==> src/rtl/systolic_pkg.sv <==
// systolic_pkg: shared state encoding and default dimensions for the systolic sequencer
package systolic_pkg;
  localparam int N_DEF = 4;
  localparam int DATA_WIDTH_DEF = 8;
  localparam int ACC_WIDTH_DEF = 32;
  localparam int K_MAX_DEF = 256;
  typedef enum logic [2:0] {IDLE, CLEAR, FEED, OUT, DONE} state_t;
endpackage

==> src/rtl/systolic_ctrl_skew_line.sv <==
// skew_line: DEPTH-stage delay line with synchronous clear; DEPTH=0 is a wire
module skew_line #(
  parameter int W = 8,
  parameter int DEPTH = 1
) (
  input  logic         clk,
  input  logic         clr,
  input  logic [W-1:0] d,
  output logic [W-1:0] q
);
  if (DEPTH == 0) begin : g_pass
    logic unused_ok;
    assign unused_ok = &{1'b0, clk, clr};
    assign q = d;
  end else begin : g_reg
    logic [W-1:0] sr [DEPTH];
    always_ff @(posedge clk) begin
      if (clr) begin
        for (int s = 0; s < DEPTH; s++) sr[s] <= '0;
      end else begin
        sr[0] <= d;
        for (int s = 1; s < DEPTH; s++) sr[s] <= sr[s-1];
      end
    end
    assign q = sr[DEPTH-1];
  end
endmodule

==> src/rtl/systolic_ctrl.sv <==
// systolic_ctrl: clears, feeds with diagonal skew, then drains an NxN output-stationary array
module systolic_ctrl import systolic_pkg::*; #(
  parameter int N = N_DEF,
  parameter int DATA_WIDTH = DATA_WIDTH_DEF,
  parameter int ACC_WIDTH = ACC_WIDTH_DEF,
  parameter int K_MAX = K_MAX_DEF,
  parameter int K_W = $clog2(K_MAX + 1)
) (
  input  logic                      clk,
  input  logic                      rst,
  input  logic                      start,
  input  logic [K_W-1:0]            k_len,
  output logic                      busy,
  output logic                      done,
  output logic                      op_rd_en,
  output logic [K_W-1:0]            op_rd_addr,
  input  logic [N*DATA_WIDTH-1:0]   op_a_data,
  input  logic [N*DATA_WIDTH-1:0]   op_b_data,
  output logic                      arr_clr,
  output logic [N*DATA_WIDTH-1:0]   arr_a_in,
  output logic [N*DATA_WIDTH-1:0]   arr_b_in,
  input  logic [N*N*ACC_WIDTH-1:0]  arr_psum,
  output logic                      res_valid,
  input  logic                      res_ready,
  output logic [ACC_WIDTH-1:0]      res_data,
  output logic [$clog2(N)-1:0]      res_row,
  output logic [$clog2(N)-1:0]      res_col
);
  localparam int IW = $clog2(N);
  localparam int T_W = $clog2(K_MAX + 2*N);
  state_t state;
  logic [K_W-1:0] k;
  logic [T_W-1:0] t, tn, t_end;
  logic rd_en_q, skew_clr, last;
  assign tn = t + 1'b1;
  assign t_end = T_W'(k) + T_W'(2*N - 2);
  assign last = res_row == IW'(N-1) && res_col == IW'(N-1);
  assign skew_clr = rst || state != FEED;
  always_comb res_data = res_valid ? arr_psum[(int'(res_row)*N + int'(res_col))*ACC_WIDTH +: ACC_WIDTH] : '0;
  // read data is only meaningful the cycle after a strobe; otherwise lanes inject zeros
  for (genvar g = 0; g < N; g++) begin : g_lane
    skew_line #(.W(DATA_WIDTH), .DEPTH(g)) a_line (
      .clk(clk), .clr(skew_clr),
      .d(rd_en_q ? op_a_data[g*DATA_WIDTH +: DATA_WIDTH] : '0),
      .q(arr_a_in[g*DATA_WIDTH +: DATA_WIDTH])
    );
    skew_line #(.W(DATA_WIDTH), .DEPTH(g)) b_line (
      .clk(clk), .clr(skew_clr),
      .d(rd_en_q ? op_b_data[g*DATA_WIDTH +: DATA_WIDTH] : '0),
      .q(arr_b_in[g*DATA_WIDTH +: DATA_WIDTH])
    );
  end
  always_ff @(posedge clk) begin
    if (rst) begin
      state <= IDLE;
      k <= '0;
      t <= '0;
      rd_en_q <= 1'b0;
      busy <= 1'b0;
      done <= 1'b0;
      op_rd_en <= 1'b0;
      op_rd_addr <= '0;
      arr_clr <= 1'b0;
      res_valid <= 1'b0;
      res_row <= '0;
      res_col <= '0;
    end else begin
      rd_en_q <= op_rd_en;
      done <= 1'b0;
      arr_clr <= 1'b0;
      case (state)
        IDLE: if (start) begin
          k <= k_len;
          busy <= 1'b1;
          arr_clr <= 1'b1;
          state <= CLEAR;
        end
        CLEAR: begin
          t <= '0;
          res_row <= '0;
          res_col <= '0;
          op_rd_addr <= '0;
          op_rd_en <= k != '0;
          res_valid <= k == '0;
          state <= k == '0 ? OUT : FEED;
        end
        FEED: begin
          t <= tn;
          op_rd_en <= tn < T_W'(k);
          op_rd_addr <= tn < T_W'(k) ? K_W'(tn) : '0;
          if (t == t_end) begin
            res_valid <= 1'b1;
            state <= OUT;
          end
        end
        OUT: if (res_ready) begin
          if (last) begin
            res_valid <= 1'b0;
            done <= 1'b1;
            state <= DONE;
          end else begin
            res_col <= res_col == IW'(N-1) ? '0 : res_col + 1'b1;
            res_row <= res_col == IW'(N-1) ? res_row + 1'b1 : res_row;
          end
        end
        DONE: begin
          busy <= 1'b0;
          state <= IDLE;
        end
        default: state <= IDLE;
      endcase
    end
  end
endmodule
==> config.mk <==
export PLATFORM = sky130hd
export DESIGN_NAME = systolic_ctrl
export DESIGN_NICKNAME = d
export VERILOG_FILES = /design/src/rtl/systolic_pkg.sv /design/src/rtl/systolic_ctrl_skew_line.sv /design/src/rtl/systolic_ctrl.sv
export SDC_FILE = /design/constraint.sdc
export NUM_CORES = 1
export LEC_CHECK = 0
export CORE_AREA = 5 5 272 274
export CTS_BUF_LIST = sky130_fd_sc_hd__clkbuf_2 sky130_fd_sc_hd__clkbuf_4 sky130_fd_sc_hd__clkbuf_8
export CTS_CLUSTER_SIZE = 20
export DETAILED_ROUTE_END_ITERATION = 10
export DIE_AREA = 0 0 277 279
export MAX_ROUTING_LAYER = met4
export PLACE_DENSITY = 0.38
export SLEW_MARGIN = 20
export SYNTH_ARGS = -nofsm -noshare
export SYNTH_HDL_FRONTEND = slang
export SYNTH_SLANG_ARGS = --single-unit
==> constraint.sdc <==
create_clock -name clk -period 3.6 [get_ports clk]
set_input_delay 0.36 -clock clk [delete_from_list [all_inputs] [get_ports clk]]
set_output_delay 0.36 -clock clk [all_outputs]
set_load 0.05 [all_outputs]
======== After elaboration in Yosys (flattened, before gate mapping) ========
Memory sizes are Yosys's and may differ from the RTL's.
Index checks and enable logic that the tools add are counted.
operators by class
  reduce and logical (&&, ||, !) cells .... 19
  eq/ne operators ......................... 14
  bitwise operators ....................... 13
  mux-type cells .......................... 52
  shift-type cells ........................ 1
  $lt $le $gt $ge ......................... 1
  add/sub/neg operators ................... 5
operators with widths
  kind                                                 number
  variable part select 512 x 11 -> 32 bit              1
  2-to-1 mux 8 bit                                     20
  case mux 9 bit (2 select lines)                      2
  2-to-1 mux 32 bit                                    1
  OR reduction 8 bit                                   2
  2-to-1 mux 1 bit                                     12
  2-to-1 mux 2 bit                                     6
  2-to-1 mux 3 bit                                     4
  != test 2 bit, second input constant                 6
  case mux 3 bit (4 select lines)                      1
  AND reduction 4 bit                                  3
  bitwise OR 1 bit                                     10
  adder 9 x 1 -> 9 bit, second input constant          1
  adder 9 x 3 -> 9 bit, second input constant          1
  equality test 9 bit                                  1
  logical NOT 9 bit                                    1
  < comparator 9 bit                                   1
  2-to-1 mux 9 bit                                     1
  nonzero test 9 bit                                   1
  case mux 2 bit (2 select lines)                      2
  equality test 3 x 2 -> 1 bit, second input constant  2
  nonzero test 2 bit                                   3
  adder 4 x 2 -> 5 bit                                 1
  adder 2 x 1 -> 2 bit, second input constant          2
  other kinds (15)                                     20
word-level totals
  memory bits (writable) .................. 96
  memories ................................ 6
  output and inout bits ................... 114
  word-level logic and storage cells ...... 123
  register bits after elaboration ......... 40
memory list
  memory                     words  width  rd ports  clocked after memory_dff  write ports  RTL line                       source
  g_lane[3].a_line.g_reg.sr  3      8      3         0                         3            systolic_ctrl_skew_line.sv:16  logic [W-1:0] sr [DEPTH];
  g_lane[3].b_line.g_reg.sr  3      8      3         0                         3            systolic_ctrl_skew_line.sv:16
  g_lane[2].a_line.g_reg.sr  2      8      2         0                         2            systolic_ctrl_skew_line.sv:16
  g_lane[2].b_line.g_reg.sr  2      8      2         0                         2            systolic_ctrl_skew_line.sv:16
  g_lane[1].a_line.g_reg.sr  1      8      1         0                         1            systolic_ctrl_skew_line.sv:16
  g_lane[1].b_line.g_reg.sr  1      8      1         0                         1            systolic_ctrl_skew_line.sv:16

======== Longest topological paths before layout ========
Gate-level depths: netlist (run 1).
  depth after elaboration ................. 5
  depth in mapped cells ................... 9

======== Hierarchy ========
Synthesis (run 1) repeated with hierarchy kept, for this count alone.
unflattened totals
  cells, all modules ...................... 839
  area total of the unflattened synthesis .. 9748.1 um^2
by module, submodules not included
  module                            times used  seq. area each (um^2)  cells each  area an instance (um^2)
  systolic_ctrl                     1           800.8                  593         6652.6
  skew_line (g_lane[3].a_line ...)  2           480.5                  58          753.2
  skew_line (g_lane[2].a_line ...)  2           320.3                  41          524.3
  skew_line (g_lane[1].a_line ...)  2           160.2                  16          210.2
  skew_line (g_lane[0].a_line ...)  2           0.0                    8           60.1

======== Worst setup path before layout (run 1) ========
No wires, ideal clock.
  path kind ............................... reg-to-output
  start point ............................. register res_col[1]
  end point ............................... output port res_data[22]
  stages on the path, launching flop included .. 6
  required time ........................... 3.240 ns
  setup slack ............................. 0.720 ns
  arrival time ............................ 2.520 ns
  path buffers ............................ 2
  cells stage by stage .................... dfxtp_1 > clkbuf_1 > clkbuf_1 > mux4_2 > mux4_2 > and2_1
between the ends
  word-level cells in the longest chain between the ends .. 3
ends and longest elaborated chain
  what                                     RTL line              source
  start, declared                          systolic_ctrl.sv:27   output logic [$clog2(N)-1:0] res_col
  start signal, assigned                   systolic_ctrl.sv:102  res_col <= res_col == IW'(N-1) ? '0 : res_col + 1'b1;
  adder 4 x 2 -> 5 bit                     systolic_ctrl.sv:39   always_comb res_data = res_valid ? arr_psum[(int'(res_row)*N + int'(res_col))*ACC_WIDTH +: ACC_WIDTH] : '0;
  variable part select 512 x 11 -> 32 bit  systolic_ctrl.sv:39
  2-to-1 mux 32 bit                        systolic_ctrl.sv:39
  end, declared                            systolic_ctrl.sv:25   output logic [ACC_WIDTH-1:0] res_data,
Every way passes these cells.

======== Worst setup path in the final report (run 1) ========
  start point ............................. register res_col[0]
  end point ............................... output port res_data[10]
The elaborated chain is that of the path after synthesis.

==> metrics, run 1 <==
first-pass GRT wire length=92.6 mm; total of max-cap violations=0; Buffers on Ports=702; Post-Synthesis Mean Instance Area=11.7 um^2; Largest stage delay, worst path=0.62 ns; Worst-Margin Slew=0.786 ns; internal cell power=3.32 mW; cell leakage power=6.08 nW; clock buffer count from CTS=17; WL per Instance=29.2 um; minimum clock period=3.35 ns; async set-or-reset flop fraction in the synthesized netlist=0; area fraction of the dominant cell type after synthesis=0.391; Via density=3.98; Max Buffers Root-to-Sink=2; vias in the first global route=10493; CP Data Required Time=3.24 ns; Placer Congestion=0.909; Top delay family on crit path=multiplexers; sequential fraction of design power=0.318; ys flop type=dfxtp_1; H-tree depth=4; peak fanout along the critical path=34; Initial DRC Count=499; WP buf/inv=2; largest net degree at the start of global routing=75; hold slack=0.428 ns; I/O pin total=703; share of cells above drive strength 1=0.179; gr usage total=0.179; die area=77300 um^2; clock skew=0.0236 ns; 1st-pass router iterations=4; row count=98; setup repair after global routing missed its margin=no; Die Wd=277 um; Via Count=9566; Mapped Nets=1388; cts hold-fix bufs=0; synthesized area=9220 um^2; CP most frequent cell=mux4_2; Root Buffer=clkbuf_8; CTS tree=yes; Worst-path clk slew=0.09 ns; initial antenna violation count=35; Starting Density=0.130; design area=17700 um^2; P_sw=1.78 mW; Seq/Total Area, Yosys=0.295; Final Hold Viols=0; HP Class=reg2reg; Synth Warn #=0; clk sinks=136; Synth Area in Adders=0.0176; FMAX=0.299 GHz; Synth Area in Compound Gates=0.0562; kind of critical path=reg2out; fin crit share=0.929; Syn-to-layout area delta=91.9%; Netlist cell types=51; Sum Neg Setup Slack=0 ns; max-slew violations=0; CP endpoint kind=primary output; max_slew headroom=0.474; post-synthesis mux area share=0.393; clock power share=0.257; run status=completed; FF+latch count, synth=136; post-synth top area cell=mux4_2; final setup fails=0; cell count after synthesis=786; Synth Area in XOR/XNOR=0.0161; Core Box Area=71100 um^2; total routed wirelength=70.2 mm; Critical Path, Cell by Cell=buf_12 -> mux4_2 -> mux4_2 -> and2_1 -> buf_4; VDD IR-drop max=0.000163 V; Logic pwr share=0.425; Setup crit start kind=flip-flop; Detailed Place HPWL=62.2 mm; Remaining DRCs=0; simple-gate area share of the yosys netlist=0.155; EDFF count, synth=0; top post-synthesis cells by area=mux4_2, dfxtp_1, and2_1, buf_4, and3_1; largest family of logic cells by synthesized area=multiplexers; WP data arrival=2.99 ns; Die Y=279 um; Routed Antenna Nets=0; sw frac=0.349; Power Density=288 nW/um^2; gr ovfl total=0; Crit-path slowest cell=mux4_2; DP Area=17200 um^2; FILL cells=7544; final net count=2028; clk_lat worst skew=0.45 ns
## registers in the layout (all words and copies together), names as in the netlist
register,flops
arr_clr,1
k,9
state,3
op_rd_addr,9
g_lane.b_line.g_reg.sr,48
res_col,2
res_row,2
g_lane.a_line.g_reg.sr,48
t,9
busy,1
done,1
op_rd_en,1
res_valid,1
rd_en_q,1
## logic make-up after synthesis
group | count (synthesis)
adder cells (fa/ha/maj) | 13
XOR/XNOR | 17
buffers and inverters | 118
AO/OA/AOI/OAI | 81
flip-flops | 136
multiplexers | 162
AND/OR/NAND/NOR | 259
## cell usage in the layout (no fill, tap or decap), types with 5 or more instances in the layout
cell	Yosys	layout
a21oi_1	23	23
a22oi_1	7	7
and2_1	96	96
and3_1	49	49
buf_12	0	21
buf_4	41	37
clkbuf_8	0	17
clkdlybuf4s50_1	0	670
dfxtp_1	136	131
diode_2	0	15
ha_1	13	13
inv_1	10	10
mux4_2	160	160
nand2_1	53	53
nand3_1	8	8
nor2_1	21	20
nor2b_1	6	6
nor3_1	8	8
o21ai_0	19	19
o31ai_1	6	6
xnor2_1	12	12
xor2_1	5	5
## synthesized netlist by cell type, types with 6 or more instances
master      n
a22oi_1     7
nand2_1    53
and3_1     49
nor2_1     21
xnor2_1    12
o31ai_1     6
and2_1     96
o21ai_0    19
buf_1      11
nor2b_1     6
buf_2       7
clkbuf_1   47
buf_4      41
inv_1      10
nor3_1      8
mux4_2    160
ha_1       13
nand3_1     8
a21oi_1    23
dfxtp_1   136
## repair_timing
item / in CTS / in global routing
endpoints found under the hold margin: 0 / 0
buffers inserted: 0 / 1
resized for setup: 0 / 0
endpoints found under the setup margin: 0 / 1
## through the flow
step / util / std cells / power [mW] / setup WS, ns
after floorplan: - / 786 / 2.59 / 0.720
after global placement: 0.243 / 2356 / 3.86 / 0.612
after detailed placement: 0.243 / 2356 / 3.86 / 0.598
after CTS: 0.248 / 2388 / 5.21 / 0.0570
after global routing: 0.249 / 2401 / 5.37 / 0.165
final: 0.249 / 2404 / 5.10 / 0.255
## metal layers
metal,GRT usage,part of all wire,wire (um)
met1,0.201,0.39,27400
met2,0.328,0.53,37300
met3,0.0518,0.067,4680
met4,0.0220,0.012,813
met5,-,0,0
## area by class of cell
cell class / instances / area (um^2) / area share
multi-input combinational: 532 / 5900 / 0.333
antenna: 15 / 37.5 / 0.00212
tap: 950 / 1190 / 0.0671
sequential: 136 / 2740 / 0.155
clock inverter: 15 / 166 / 0.00940
clock buffer: 17 / 234 / 0.0132
inverter: 11 / 41.3 / 0.00233
timing repair buffer: 728 / 7400 / 0.418
## power groups by stage
stage / registers, mW / clock network [mW] / logic, mW
floorplan: 1.67 / 0 / 0.921
global placement: 1.67 / 0 / 2.19
detailed placement: 1.67 / 0 / 2.19
CTS: 1.63 / 1.38 / 2.20
global route: 1.63 / 1.43 / 2.30
finish: 1.62 / 1.31 / 2.17
## path summary, 6_finish.rpt
path | startpoint | end | slack [ns] | cells after the start
setup / recovery | res_col[0] | res_data[10] | 0.25 | 5
hold / removal | g_lane[2].b_line.g_reg.sr[0][3] | g_lane[2].b_line.g_reg.sr[0][11] | 0.43 | 1
hold reg to reg | g_lane[2].b_line.g_reg.sr[0][3] | g_lane[2].b_line.g_reg.sr[0][11] | 0.43 | 1
setup reg to reg | t[1] | op_rd_addr[7] | 0.78 | 9
Note: power is estimated with default switching activity, not from simulation.
==> inputs of run 2 (changes only) <==
--- a/config.mk
+++ b/config.mk
@@ -5,6 +5,7 @@
 export SDC_FILE = /design/constraint.sdc
 export NUM_CORES = 1
 export LEC_CHECK = 0
+export CAP_MARGIN = 5
 export CORE_AREA = 5 5 272 274
 export CTS_BUF_LIST = sky130_fd_sc_hd__clkbuf_2 sky130_fd_sc_hd__clkbuf_4 sky130_fd_sc_hd__clkbuf_8
 export CTS_CLUSTER_SIZE = 20
==> results of run 2 <==
Final layout, timing and power as in run 1 (identical DEF).
==> inputs of run 3 (changes only) <==
--- a/config.mk
+++ b/config.mk
@@ -5,12 +5,13 @@
 export SDC_FILE = /design/constraint.sdc
 export NUM_CORES = 1
 export LEC_CHECK = 0
+export ABC_AREA = 1
 export CAP_MARGIN = 5
-export CORE_AREA = 5 5 272 274
+export CORE_AREA = 5 5 274 276
 export CTS_BUF_LIST = sky130_fd_sc_hd__clkbuf_2 sky130_fd_sc_hd__clkbuf_4 sky130_fd_sc_hd__clkbuf_8
 export CTS_CLUSTER_SIZE = 20
 export DETAILED_ROUTE_END_ITERATION = 10
-export DIE_AREA = 0 0 277 279
+export DIE_AREA = 0 0 279 281
 export MAX_ROUTING_LAYER = met4
 export PLACE_DENSITY = 0.38
 export SLEW_MARGIN = 20
==> metrics, run 3 <==
commonest non-fill, non-tap cells in the layout=clkdlybuf4s50_1, nor2_1, o21ai_0; minimum clock period=3.34 ns (-0.00380 ns); kind of critical path=reg2out; I/O pin total=703 (unchanged); ys flop type=dfxtp_1; Routed Antenna Nets=0 (unchanged); H-tree depth=4 (unchanged); Worst-Margin Slew=0.873 ns (+0.0866 ns); synthesized area=9630 um^2 (+4.4%); CP endpoint kind=primary output; Die Wd=279 um (+0.72%); Mapped Nets=2141 (+54%); Highest Signal Layer=met4; Remaining DRCs=0 (unchanged); WP buf/inv=2 (unchanged); Root Buffer=clkbuf_8; clock buffer count from CTS=17 (unchanged); pre-CTS setup slack=0.591 ns (-0.00688 ns); leading cell type by number of instances after synthesis=nor2_1; row count=99 (+1.0%); EDFF count, synth=0 (unchanged); HP Class=reg2reg; FILL cells=8082 (+7.1%); clk_lat worst skew=0.46 ns (about the same); Top delay family on crit path=compound AO/OA/AOI/OAI gates; Largest stage delay, worst path=0.53 ns (-0.09 ns); dpl cells=3073 (+30%); total routed wirelength=78.6 mm (+12%); area of the multi-input gates=5470 um^2 (-7.3%); die area=78400 um^2 (+1.4%); VDD IR-drop max=0.000493 V (+200%); share of cells above drive strength 1=0.0527 (-0.127); top flop regs=g_lane.a_line.g_reg.sr x48, g_lane.b_line.g_reg.sr x48; setup repair after global routing missed its margin=no; total of max-cap violations=0 (unchanged); Sequential Area=2740 um^2 (about the same); CP Data Required Time=3.24 ns (about the same); vias in the first global route=13410 (+28%); clock skew=0.0138 ns (-0.00975 ns); fin util=0.251 (+0.00201); hold slack=0.400 ns (-0.0282 ns); FMAX=0.299 GHz (+0.11%); wire length on met3=6.75 mm (+44%); most frequent cells after synthesis=nor2_1, o21ai_0, inv_1, dfxtp_1, nand2_1; cell leakage power=6.68 nW (+9.8%); sum of routed wire segments on met1=30.6 mm (+12%); async set-or-reset flop fraction in the synthesized netlist=0 (unchanged); Netlist cell types=34 (-33%); Seq/Total Area, Yosys=0.283 (-0.0123); Via density=4.23 (+6.3%); gr usage total=0.193 (+0.0143); gr ovfl total=0 (unchanged); max-slew violations=0 (unchanged); peak fanout along the critical path=53 (+56%); final net count=2735 (+35%); first-pass GRT wire length=106 mm (+14%); met2 routed WL=39.9 mm (+6.8%); run status=completed; WL per Instance=25.0 um (-14%); max_slew headroom=0.418 (-0.0561); Initial DRC Count=946 (+90%); Via Count=13313 (+39%); Crit-path slowest cell=a21oi_1; Worst-path clk slew=0.09 ns (about the same); fin worst setup slack=0.258 ns (+0.00380 ns); largest net degree at the start of global routing=99 (+32%); Placer Congestion=0.933 (+2.6%); initial antenna violation count=52 (+49%); Post-Synthesis Mean Instance Area=6.25 um^2 (-47%); Core Box Area=72300 um^2 (+1.7%); DP Area=17600 um^2 (+2.1%); Syn-to-layout area delta=88.6%; Buffers on Ports=702 (unchanged); cell count after synthesis=1539 (+96%); Setup crit start kind=flip-flop; Max Buffers Root-to-Sink=2 (unchanged); WP data arrival=2.98 ns (about the same); top post-synthesis cells by area=dfxtp_1, nor2_1, o21ai_0, o221ai_1, inv_1; area fraction of the dominant cell type after synthesis=0.283 (-0.108); Total Power=8.60 mW (+69%); 1st-pass router iterations=5 (+1); Starting Density=0.133 (+0.00336); Synth Warn #=0 (unchanged); CTS tree=yes; design area=18200 um^2 (+2.5%); Critical Path, Cell by Cell=inv_4 -> o21ai_0 -> o221ai_1 -> nand3_1 -> a21oi_1 -> buf_12; Final Hold Viols=0 (unchanged); leading cell type in the layout, fill and taps excluded=clkdlybuf4s50_1; Die Y=281 um (+0.72%); final setup fails=0 (unchanged); post-synth top area cell=dfxtp_1; fin crit share=0.928 (-0.00106); FF+latch count, synth=136 (unchanged); clk sinks=136 (unchanged); Detailed Place HPWL=63.7 mm (+2.5%); Power Density=474 nW/um^2 (+64%); Sum Neg Setup Slack=0 ns (unchanged); final non-filler cell total=3148 (+31%)
-- run 3: final cells by class --
cell class,count,area share
diodes,44,0.00607
clock buffers,22,0.0160
clock inverters,9,0.00758
inverters,159,0.0334
multi-input cells,1086,0.301
flip-flops and latches,136,0.151
well taps,959,0.0661
repair buffers,733,0.419
-- run 3: cell families after synthesis --
kind of cell,after synthesis,share of synthesized area
DFF,136,0.283
adders and majority gates,13,0.0169
buffers and inverters,317,0.149
and+or+nand+nor,553,0.227
xor gates and xnor gates,5,0.00455
AOI/OAI and AO/OA,515,0.320
-- run 3: worst min-delay path, delay by kind of cell, from the launching register on --
family | cells | cell delay [ns]
flops | 1 | 0.30
simple gates | 1 | 0.03
buf+inv | 1 | 0.04
-- run 3: worst paths after layout --
kind                            cells after the start  slack (ns)                             start                          endpoint
worst max-delay path                                6        0.26                        res_col[1]                      res_data[30]
worst min-delay path                                2        0.40  g_lane[3].a_line.g_reg.sr[0][12]  g_lane[3].a_line.g_reg.sr[0][20]
worst max register to register                     14        0.95                              t[1]                     op_rd_addr[2]
worst min register to register                      2        0.40  g_lane[3].a_line.g_reg.sr[0][12]  g_lane[3].a_line.g_reg.sr[0][20]
-- run 3: layer usage --
| metal | GRT usage | vias to the layer above |
|---|---|---|
| met5 | - | - |
| met4 | 0.0553 | 0 |
| met3 | 0.0714 | 61 |
| met2 | 0.332 | 556 |
| met1 | 0.212 | 6262 |
| li1 | - | 6434 |
-- run 3: where the power goes --
| group | switching (mW) | internal (mW) |
|---|---|---|
| clock network | 0.625 | 0.760 |
| logic | 3.55 | 1.95 |
| registers | 0.109 | 1.60 |
-- run 3: what timing repair did --
item,4_1_cts,5_1_grt
hold endpoints to repair,0,0
setup endpoints to repair,0,1
hold buffers,0,0
buffers inserted,0,0
gates resized for setup,0,1
